--- src/rtl/tl_ctrl_param_if.sv ---
// Signal bundle between the tick/sensor side and the traffic-light controller.
// master drives timing strobe and sensors; slave (the controller) drives lamps and phase.
interface tl_ctrl_param_if #(
    parameter int CNT_W = 4
);
    logic             tick;
    logic             Ta;
    logic             Tb;
    logic             flash;
    logic [1:0]       La;
    logic [1:0]       Lb;
    logic [2:0]       phase;
    logic [CNT_W-1:0] phase_cnt;

    modport master (
        output tick, Ta, Tb, flash,
        input  La, Lb, phase, phase_cnt
    );

    modport slave (
        input  tick, Ta, Tb, flash,
        output La, Lb, phase, phase_cnt
    );
endinterface

--- src/rtl/tl_ctrl_param.sv ---
// Two-road traffic-light controller: tick-timed Moore FSM with min/max green,
// yellow and all-red clearance intervals, and a flashing night mode.
module tl_ctrl_param #(
    parameter int GREEN_MIN = 3,
    parameter int GREEN_MAX = 6,
    parameter int YELLOW_T  = 2,
    parameter int ALLRED_T  = 1,
    parameter int CNT_W     = 4
) (
    input  logic             clk,
    input  logic             reset_n,
    tl_ctrl_param_if.slave   bus
);

    typedef enum logic [2:0] {
        A_GRN = 3'd0,
        A_YEL = 3'd1,
        AR_AB = 3'd2,
        B_GRN = 3'd3,
        B_YEL = 3'd4,
        AR_BA = 3'd5,
        FLASH = 3'd6
    } state_t;

    localparam logic [1:0] LAMP_GRN = 2'b00;
    localparam logic [1:0] LAMP_YEL = 2'b01;
    localparam logic [1:0] LAMP_RED = 2'b10;
    localparam logic [1:0] LAMP_OFF = 2'b11;

    // Last counter value of each interval; an all-red of 0 ticks exits on its first tick.
    localparam logic [CNT_W-1:0] GMIN_LAST = CNT_W'(GREEN_MIN - 1);
    localparam logic [CNT_W-1:0] GMAX_LAST = CNT_W'(GREEN_MAX - 1);
    localparam logic [CNT_W-1:0] YEL_LAST  = CNT_W'(YELLOW_T - 1);
    localparam logic [CNT_W-1:0] AR_LAST   = CNT_W'((ALLRED_T > 0) ? ALLRED_T - 1 : 0);
    localparam logic [CNT_W-1:0] CNT_MAX   = {CNT_W{1'b1}};

    state_t           state_reg, state_next;
    logic [CNT_W-1:0] cnt_reg, cnt_next;
    logic             blink_reg, blink_next;
    state_t           target;
    logic             illegal;

    always_ff @(posedge clk or negedge reset_n) begin
        if (!reset_n) begin
            state_reg <= AR_BA;
            cnt_reg   <= '0;
            blink_reg <= 1'b0;
        end else begin
            state_reg <= state_next;
            cnt_reg   <= cnt_next;
            blink_reg <= blink_next;
        end
    end

    always_comb begin
        target     = state_reg;
        illegal    = 1'b0;
        state_next = state_reg;
        cnt_next   = cnt_reg;
        blink_next = blink_reg;

        case (state_reg)
            A_GRN: if ((cnt_reg >= GMIN_LAST && !bus.Ta) || cnt_reg >= GMAX_LAST) target = A_YEL;
            B_GRN: if ((cnt_reg >= GMIN_LAST && !bus.Tb) || cnt_reg >= GMAX_LAST) target = B_YEL;
            A_YEL: if (cnt_reg == YEL_LAST)
                       target = bus.flash ? FLASH : ((ALLRED_T > 0) ? AR_AB : B_GRN);
            B_YEL: if (cnt_reg == YEL_LAST)
                       target = bus.flash ? FLASH : ((ALLRED_T > 0) ? AR_BA : A_GRN);
            AR_AB: if (bus.flash) target = FLASH;
                   else if (cnt_reg >= AR_LAST) target = B_GRN;
            AR_BA: if (bus.flash) target = FLASH;
                   else if (cnt_reg >= AR_LAST) target = A_GRN;
            FLASH: if (!bus.flash) target = AR_BA;
            default: illegal = 1'b1;
        endcase

        // The undefined code recovers on the next clock whether or not a tick arrives.
        if (illegal) begin
            state_next = AR_BA;
            cnt_next   = '0;
        end else if (bus.tick) begin
            if (target != state_reg) begin
                state_next = target;
                cnt_next   = '0;
                if (target == FLASH) blink_next = 1'b1;
            end else begin
                // Only FLASH can dwell long enough to reach the top; hold there rather than wrap.
                if (cnt_reg != CNT_MAX) cnt_next = cnt_reg + 1'b1;
                if (state_reg == FLASH) blink_next = ~blink_reg;
            end
        end
    end

    always_comb begin
        bus.La = LAMP_RED;
        bus.Lb = LAMP_RED;
        case (state_reg)
            A_GRN: bus.La = LAMP_GRN;
            A_YEL: bus.La = LAMP_YEL;
            B_GRN: bus.Lb = LAMP_GRN;
            B_YEL: bus.Lb = LAMP_YEL;
            FLASH: begin
                bus.La = blink_reg ? LAMP_YEL : LAMP_OFF;
                bus.Lb = blink_reg ? LAMP_RED : LAMP_OFF;
            end
            default: ;
        endcase
    end

    assign bus.phase     = state_reg;
    assign bus.phase_cnt = cnt_reg;

endmodule

--- src/flat_wrapper.sv ---
// flat-port wrapper written by rule: the top's interface ports become plain ports
module tl_ctrl_param_flat 
#(
    parameter int GREEN_MIN = 3,
    parameter int GREEN_MAX = 6,
    parameter int YELLOW_T  = 2,
    parameter int ALLRED_T  = 1,
    parameter int CNT_W     = 4
)
  (clk, reset_n, bus_tick, bus_Ta, bus_Tb, bus_flash, bus_La, bus_Lb, bus_phase, bus_phase_cnt);
  tl_ctrl_param_if #(.CNT_W(CNT_W)) bus_i ();
  input  logic clk;
  input  logic reset_n;
  input wire logic [$bits(bus_i.tick)-1:0] bus_tick;
  input wire logic [$bits(bus_i.Ta)-1:0] bus_Ta;
  input wire logic [$bits(bus_i.Tb)-1:0] bus_Tb;
  input wire logic [$bits(bus_i.flash)-1:0] bus_flash;
  output wire logic [$bits(bus_i.La)-1:0] bus_La;
  output wire logic [$bits(bus_i.Lb)-1:0] bus_Lb;
  output wire logic [$bits(bus_i.phase)-1:0] bus_phase;
  output wire logic [$bits(bus_i.phase_cnt)-1:0] bus_phase_cnt;
  assign bus_i.tick = bus_tick;
  assign bus_i.Ta = bus_Ta;
  assign bus_i.Tb = bus_Tb;
  assign bus_i.flash = bus_flash;
  assign bus_La = bus_i.La;
  assign bus_Lb = bus_i.Lb;
  assign bus_phase = bus_i.phase;
  assign bus_phase_cnt = bus_i.phase_cnt;
  tl_ctrl_param #(.GREEN_MIN(GREEN_MIN), .GREEN_MAX(GREEN_MAX), .YELLOW_T(YELLOW_T), .ALLRED_T(ALLRED_T), .CNT_W(CNT_W)) u_core (.clk(clk), .reset_n(reset_n), .bus(bus_i));
endmodule
--- config.mk ---
export PLATFORM = sky130hd
export DESIGN_NAME = tl_ctrl_param_flat
export DESIGN_NICKNAME = d
export VERILOG_FILES = /design/src/rtl/tl_ctrl_param_if.sv /design/src/rtl/tl_ctrl_param.sv /design/src/flat_wrapper.sv
export SDC_FILE = /design/constraint.sdc
export NUM_CORES = 1
export LEC_CHECK = 0
export CAP_MARGIN = 20
export CORE_ASPECT_RATIO = 1.4
export CORE_UTILIZATION = 30
export CTS_CLUSTER_DIAMETER = 150
export CTS_CLUSTER_SIZE = 25
export DETAILED_ROUTE_END_ITERATION = 7
export PLACE_DENSITY = 0.56
export SLEW_MARGIN = 20
export SYNTH_ARGS = -nofsm -noshare
export SYNTH_HDL_FRONTEND = slang
export SYNTH_SLANG_ARGS = --single-unit
--- constraint.sdc ---
create_clock -name clk -period 3.29 [get_ports clk]
set_clock_uncertainty 0.05 [all_clocks]
set_input_delay 0.658 -clock clk [delete_from_list [all_inputs] [get_ports clk]]
set_output_delay 0.658 -clock clk [all_outputs]
set_load 0.03 [all_outputs]
==> flow_summary.json, run 1 <==
{
  "drive_gt1_share_pct": 15.3,
  "worstPathCellList": "inv_1 -> and3_1 -> a21oi_1 -> clkdlybuf4s50_1",
  "synth_seq_cells": 8,
  "root_buffer": "clkbuf_4",
  "cp-start-kind": "flip-flop",
  "fin_setup_tns_ns": 0,
  "syn_area_per_cell_um2": 8.36,
  "place_congestion": 0.904,
  "first_iter_violations": 29,
  "critPathRequiredTime_ns": 2.58,
  "crit_arrival_ns": 2.15,
  "slew_headroom_pct": 64.3,
  "insertion_delay_ns": 0.25,
  "ir_drop_v": 0.000414,
  "critical-path-max-stage-delay_ns": 0.68,
  "placed_cells": 143,
  "syn-instance-count": 98,
  "end_kind": "output port",
  "firstDrtPassIters": 4,
  "largest_register_ffs": 4,
  "pin_count": 17,
  "vias_per_cell": 5.39,
  "first_global_vias": 698,
  "wl_per_cell_um": 13.6,
  "outcome": "completed",
  "postCtsSetupBuffers": 0,
  "hold_class": "flip-flop to flip-flop",
  "synth_area_um2": 820,
  "clkTransAtPathRegs_ns": 0.05,
  "grt_util_all_layers_pct": 14.8,
  "max_cap_viol_count": 0,
  "yosysWarnings": 0,
  "syn_to_final_growth_pct": 20.0,
  "vias": 792,
  "die-area_mm2": 0.00295,
  "crit_type": "flip-flop to output port",
  "p_leak_nw": 0.376,
  "worstMarginPinSlew_ns": 0.534,
  "n_antenna_cell": 0,
  "grt_max_degree": 15,
  "grt_overflow": 0,
  "design.core.area_mm2": 0.00262,
  "min_period_over_period_pct": 87.0,
  "ctsHoldBuffers": 0,
  "reg2regPathDepth": 8,
  "cp_max_fo": 14,
  "cp_top_family": "buffers and inverters",
  "yosysTopAreaCellShare_pct": 18.3,
  "rsz0062_at_grt": "no",
  "port_buffers": 16,
  "seq_area_frac_synth_pct": 24.7,
  "min_to": "u_core.bus.phase[0]",
  "nets": 122,
  "min_path_cells": 2,
  "drt_wl_total_um": 2000,
  "drtAntennaViolNets": 0,
  "clkSinkCount": 8,
  "cts_resized": 0,
  "fin_crit_ns": 2.86,
  "synth_top_area_cell": "dfrtp_1",
  "setup_violations": 0,
  "die_w_um": 46.2,
  "cts_inserted_buffers": 3,
  "ff2ff_setup_slack_ns": 0.65,
  "final_cells": 147,
  "critical_path_buf_inv_count": 2,
  "timing_hold_violations_final": 0,
  "tritoncts": "done",
  "drv_slew": 0,
  "worstReg2RegEnd": "u_core.bus.phase[2]",
  "r2r-start": "u_core.bus.phase_cnt[1]",
  "cts_buffer_depth": 2,
  "route.detailed.drc": 0,
  "fin_hold_ws_ns": 0.590,
  "max_freq_ghz": 0.349,
  "synthTopCellsByArea": "dfrtp_1 18%, dfstp_2 6.4%, a21oi_1 6.1%",
  "yosysUniqueCellTypes": 41,
  "die_y_um": 63.8,
  "rows": 22,
  "cellPowerDensity_mw_per_mm2": 1050,
  "htreeDepth": 1,
  "holdCritStartpoint": "u_core.bus.phase[0]",
  "dp_hpwl_um": 1540,
  "antenna_found_initial": 0,
  "synth_nets": 108,
  "grt_pass1_wl_um": 3230,
  "crit_path_top_delay_cell": "clkdlybuf4s50_1",
  "initial_core_util_pct": 31.3
}
==> where the power goes <==
part	total, mW	internal (mW)	switching [mW]
logic	0.703	0.298	0.405
clock network	0.0800	0.0464	0.0336
registers	0.247	0.147	0.101
==> placed cells by master (no fill, tap or decap), types with 2 or more instances in the layout <==
cell type and count:
nand3_1 5, o21ai_0 3, and3_1 2, a211oi_1 4
o22ai_1 2, inv_1 4, nor2_2 2, dfstp_2 2
a21oi_1 10, clkdlybuf4s50_1 16, nand2b_1 4, nor2_1 11
o21ai_1 3, ha_1 4, clkbuf_4 3, nand2_1 7
dfrtp_1 6
==> stage by stage <==
| stage | setup WS [ns] | instance area [µm²] | power (mW) | utilization (%) |
|---|---|---|---|---|
| 2_1_floorplan | 0.853 | 820 | 0.765 | - |
| 3_3_place_gp | 0.604 | 957 | 0.946 | 36.6 |
| 3_5_place_dp | 0.570 | 957 | 0.949 | 36.6 |
| 4_1_cts | 0.434 | 983 | 1.03 | 37.6 |
| 5_1_grt | 0.336 | 983 | 1.11 | 37.6 |
| 6_report | 0.428 | 983 | 1.03 | 37.6 |
==> worst min-delay path: stages, from the launching register on <==
cell and delay [ns]:
dfstp_2 0.44, a21oi_1 0.14, a31oi_1 0.06
==> kinds of logic (layout without fill, tap and decap cells) <==
| logic type | Yosys count | after routing | synth area share [%] |
|---|---|---|---|
| DFF | 8 | 8 | 24.7 |
| muxes | 1 | 1 | 1.22 |
| buffers and inverters | 12 | 25 | 11.0 |
| AOI/OAI and AO/OA | 34 | 34 | 29.8 |
| adders and majority gates | 4 | 4 | 6.11 |
| xor gates and xnor gates | 1 | 1 | 1.07 |
| and+or+nand+nor | 38 | 38 | 26.1 |
==> cell usage after synthesis, drive strengths merged <==
| library cell | instances |
|---|---|
| nor2 | 13 |
| a21oi | 10 |
| nor3b | 1 |
| a2bb2oi | 1 |
| nor4 | 1 |
| dfstp | 2 |
| mux2i | 1 |
| or4b | 1 |
| nand4 | 1 |
| and2b | 1 |
| a211oi | 5 |
| o22ai | 2 |
| o311ai | 1 |
| o21ai | 6 |
| a32oi | 1 |
| nand2 | 7 |
| and4bb | 1 |
| dfrtp | 6 |
| nand2b | 4 |
| a2111oi | 1 |
| nand3 | 5 |
| a41oi | 1 |
| inv | 4 |
| a31oi | 1 |
| clkbuf | 4 |
| and3 | 2 |
| o221ai | 1 |
| a311oi | 1 |
| a311o | 1 |
| xor2 | 1 |
| a21o | 2 |
| nor2b | 1 |
| ha | 4 |
| buf | 4 |
==> metal layers <==
metal | routed length, µm | up-vias | GRT usage (%)
met5 | 0 | - | 0
li1 | - | 387 | -
met1 | 760 | 370 | 18.1
met4 | 24 | 0 | 3.68
met3 | 112 | 2 | 4.24
met2 | 1100 | 33 | 24.5
==> how the worst max path moves through the flow <==
stage	to	start	cells after the start	slack, ns
2_1_floorplan	u_core.bus.phase[2]	u_core.bus.phase_cnt[0]	8	0.85
3_3_place_gp	u_core.bus.phase[2]	bus_flash	7	0.60
3_5_place_dp	u_core.bus.phase[2]	bus_flash	7	0.57
4_1_cts	bus_La[1]	u_core.bus.phase[0]	4	0.43
5_1_grt	bus_La[1]	u_core.bus.phase[0]	4	0.34
6_report	bus_La[1]	u_core.bus.phase[0]	4	0.43
==> area by class of cell <==
type / count / area (µm²)
clock buffers: 4 / 26.3
fillers: 281 / 1630
inverters: 4 / 15.0
multi-input cells: 78 / 527
flip-flops and latches: 8 / 203
well taps: 36 / 45.0
repair buffers: 17 / 168
Power figures use the tool's default switching activity.
==> inputs of run 2 (changes only) <==
CORE_ASPECT_RATIO = unset   (was 1.4)
==> flow_summary.json, run 2 (synthesized netlist as in run 1, its figures left out) <==
{
  "outcome": "completed",
  "dp_hpwl_um": 1430,
  "cts_buffer_depth": 2,
  "grt_util_all_layers_pct": 15.4,
  "insertion_delay_ns": 0.25,
  "setup_violations": 0,
  "min_period_over_period_pct": 86.5,
  "fin_crit_ns": 2.84,
  "cts_resized": 0,
  "wl_per_cell_um": 13.6,
  "cp_max_fo": 14,
  "clkTransAtPathRegs_ns": 0.05,
  "final_common_cell": "clkdlybuf4s50_1",
  "fin_setup_tns_ns": 0,
  "vias": 774,
  "fillers": 265,
  "ff2ff_setup_slack_ns": 0.77,
  "postCtsSetupBuffers": 0,
  "worstPathCellList": "inv_1 -> and3_1 -> a21oi_1 -> clkdlybuf4s50_1",
  "cp-start-kind": "flip-flop",
  "worstMarginPinSlew_ns": 0.540,
  "worstReg2RegEnd": "u_core.blink_reg",
  "largest_register_ffs": 4,
  "vias_per_cell": 5.49,
  "first_iter_violations": 20,
  "min_to": "u_core.bus.phase[0]",
  "route.detailed.drc": 0,
  "ctsHoldBuffers": 0,
  "pin_count": 17,
  "htreeDepth": 1,
  "slew_headroom_pct": 63.9,
  "root_buffer": "clkbuf_4",
  "crit_type": "flip-flop to output port",
  "critical-path-max-stage-delay_ns": 0.68,
  "clkSinkCount": 8,
  "drtAntennaViolNets": 0,
  "crit_path_top_delay_cell": "dfstp_2",
  "ir_drop_v": 0.000597,
  "p_total_mw": 1.03,
  "end_kind": "output port",
  "layout_common_cells": "16 x clkdlybuf4s50_1, 11 x nor2_1, 10 x a21oi_1",
  "setup_ws_ns": 0.446,
  "antenna_found_initial": 0,
  "cts_inserted_buffers": 3,
  "p_leak_nw": 0.376,
  "max_freq_ghz": 0.352,
  "critPathRequiredTime_ns": 2.58,
  "min_path_cells": 2,
  "max_cap_viol_count": 0,
  "first_global_vias": 712,
  "die-area_mm2": 0.00294,
  "grt_max_degree": 15,
  "tritoncts": "done",
  "syn_to_final_growth_pct": 19.1,
  "cellPowerDensity_mw_per_mm2": 1050,
  "port_buffers": 16,
  "place_ws_ns": 0.583,
  "drt_wl_total_um": 1920,
  "grt_overflow": 0,
  "n_antenna_cell": 0,
  "holdCritStartpoint": "u_core.bus.phase[0]",
  "grt_pass1_wl_um": 3210,
  "rsz0062_at_grt": "no",
  "drive_gt1_share_pct": 15.3,
  "reg2regPathDepth": 8,
  "die_y_um": 54.3,
  "drv_slew": 0,
  "nets": 122,
  "die_w_um": 54.3,
  "timing_hold_violations_final": 0,
  "firstDrtPassIters": 4,
  "initial_core_util_pct": 32.5,
  "crit_arrival_ns": 2.14,
  "r2r-start": "u_core.bus.phase_cnt[0]",
  "design.core.area_mm2": 0.00252,
  "fin_hold_ws_ns": 0.586,
  "hold_class": "flip-flop to flip-flop",
  "rows": 18,
  "place_congestion": 0.832
}
## run 2: worst max-delay path by stage
| stage | slack, ns | cells after the start | start | end |
|---|---|---|---|---|
| 3_3_place_gp | 0.62 | 7 | bus_flash | u_core.bus.phase[2] |
| 2_1_floorplan | 0.85 | 8 | u_core.bus.phase_cnt[0] | u_core.bus.phase[2] |
| 4_1_cts | 0.44 | 4 | u_core.bus.phase[0] | bus_La[1] |
| 5_1_grt | 0.31 | 4 | u_core.bus.phase[0] | bus_La[1] |
| 6_report | 0.45 | 4 | u_core.bus.phase[0] | bus_La[1] |
| 3_5_place_dp | 0.58 | 7 | bus_flash | u_core.bus.phase[2] |
## run 2: stage by stage
step           instances  area (µm²)  utilization (%)
2_1_floorplan         98         820                -
3_3_place_gp         137         950             37.6
3_5_place_dp         137         950             37.6
4_1_cts              141         976             38.7
5_1_grt              141         976             38.7
6_report             141         976             38.7
## run 2: per-layer routing
metal | vias to the layer above | wire (µm) | track usage, %
met5 | - | 0 | 0
met4 | 0 | 30 | 5.56
met3 | 5 | 89 | 4.17
met2 | 24 | 891 | 24.4
met1 | 358 | 912 | 19.7
li1 | 387 | - | -
## run 2: critical path, delay by kind of cell, from the launching register on
family	cells	cell delay [ns]
AO/OA/AOI/OAI	1	0.15
buffers and inverters	2	0.84
flip-flops	1	0.68
AND/OR/NAND/NOR	1	0.22
## run 2: where the power goes
group / leakage [nW] / internal [mW] / switching [mW]
clock: 0.0150 / 0.0464 / 0.0339
sequential: 0.100 / 0.147 / 0.0997
combinational: 0.261 / 0.298 / 0.402
total: 0.376 / 0.491 / 0.536
## run 2: final cells by class
type	count	area [µm²]	area share, %
inverter	4	15.0	1.54
sequential	8	203	20.8
clock buffer	4	26.3	2.69
tap	30	37.5	3.85
timing repair buffer	17	168	17.2
multi-input combinational	78	527	54.0
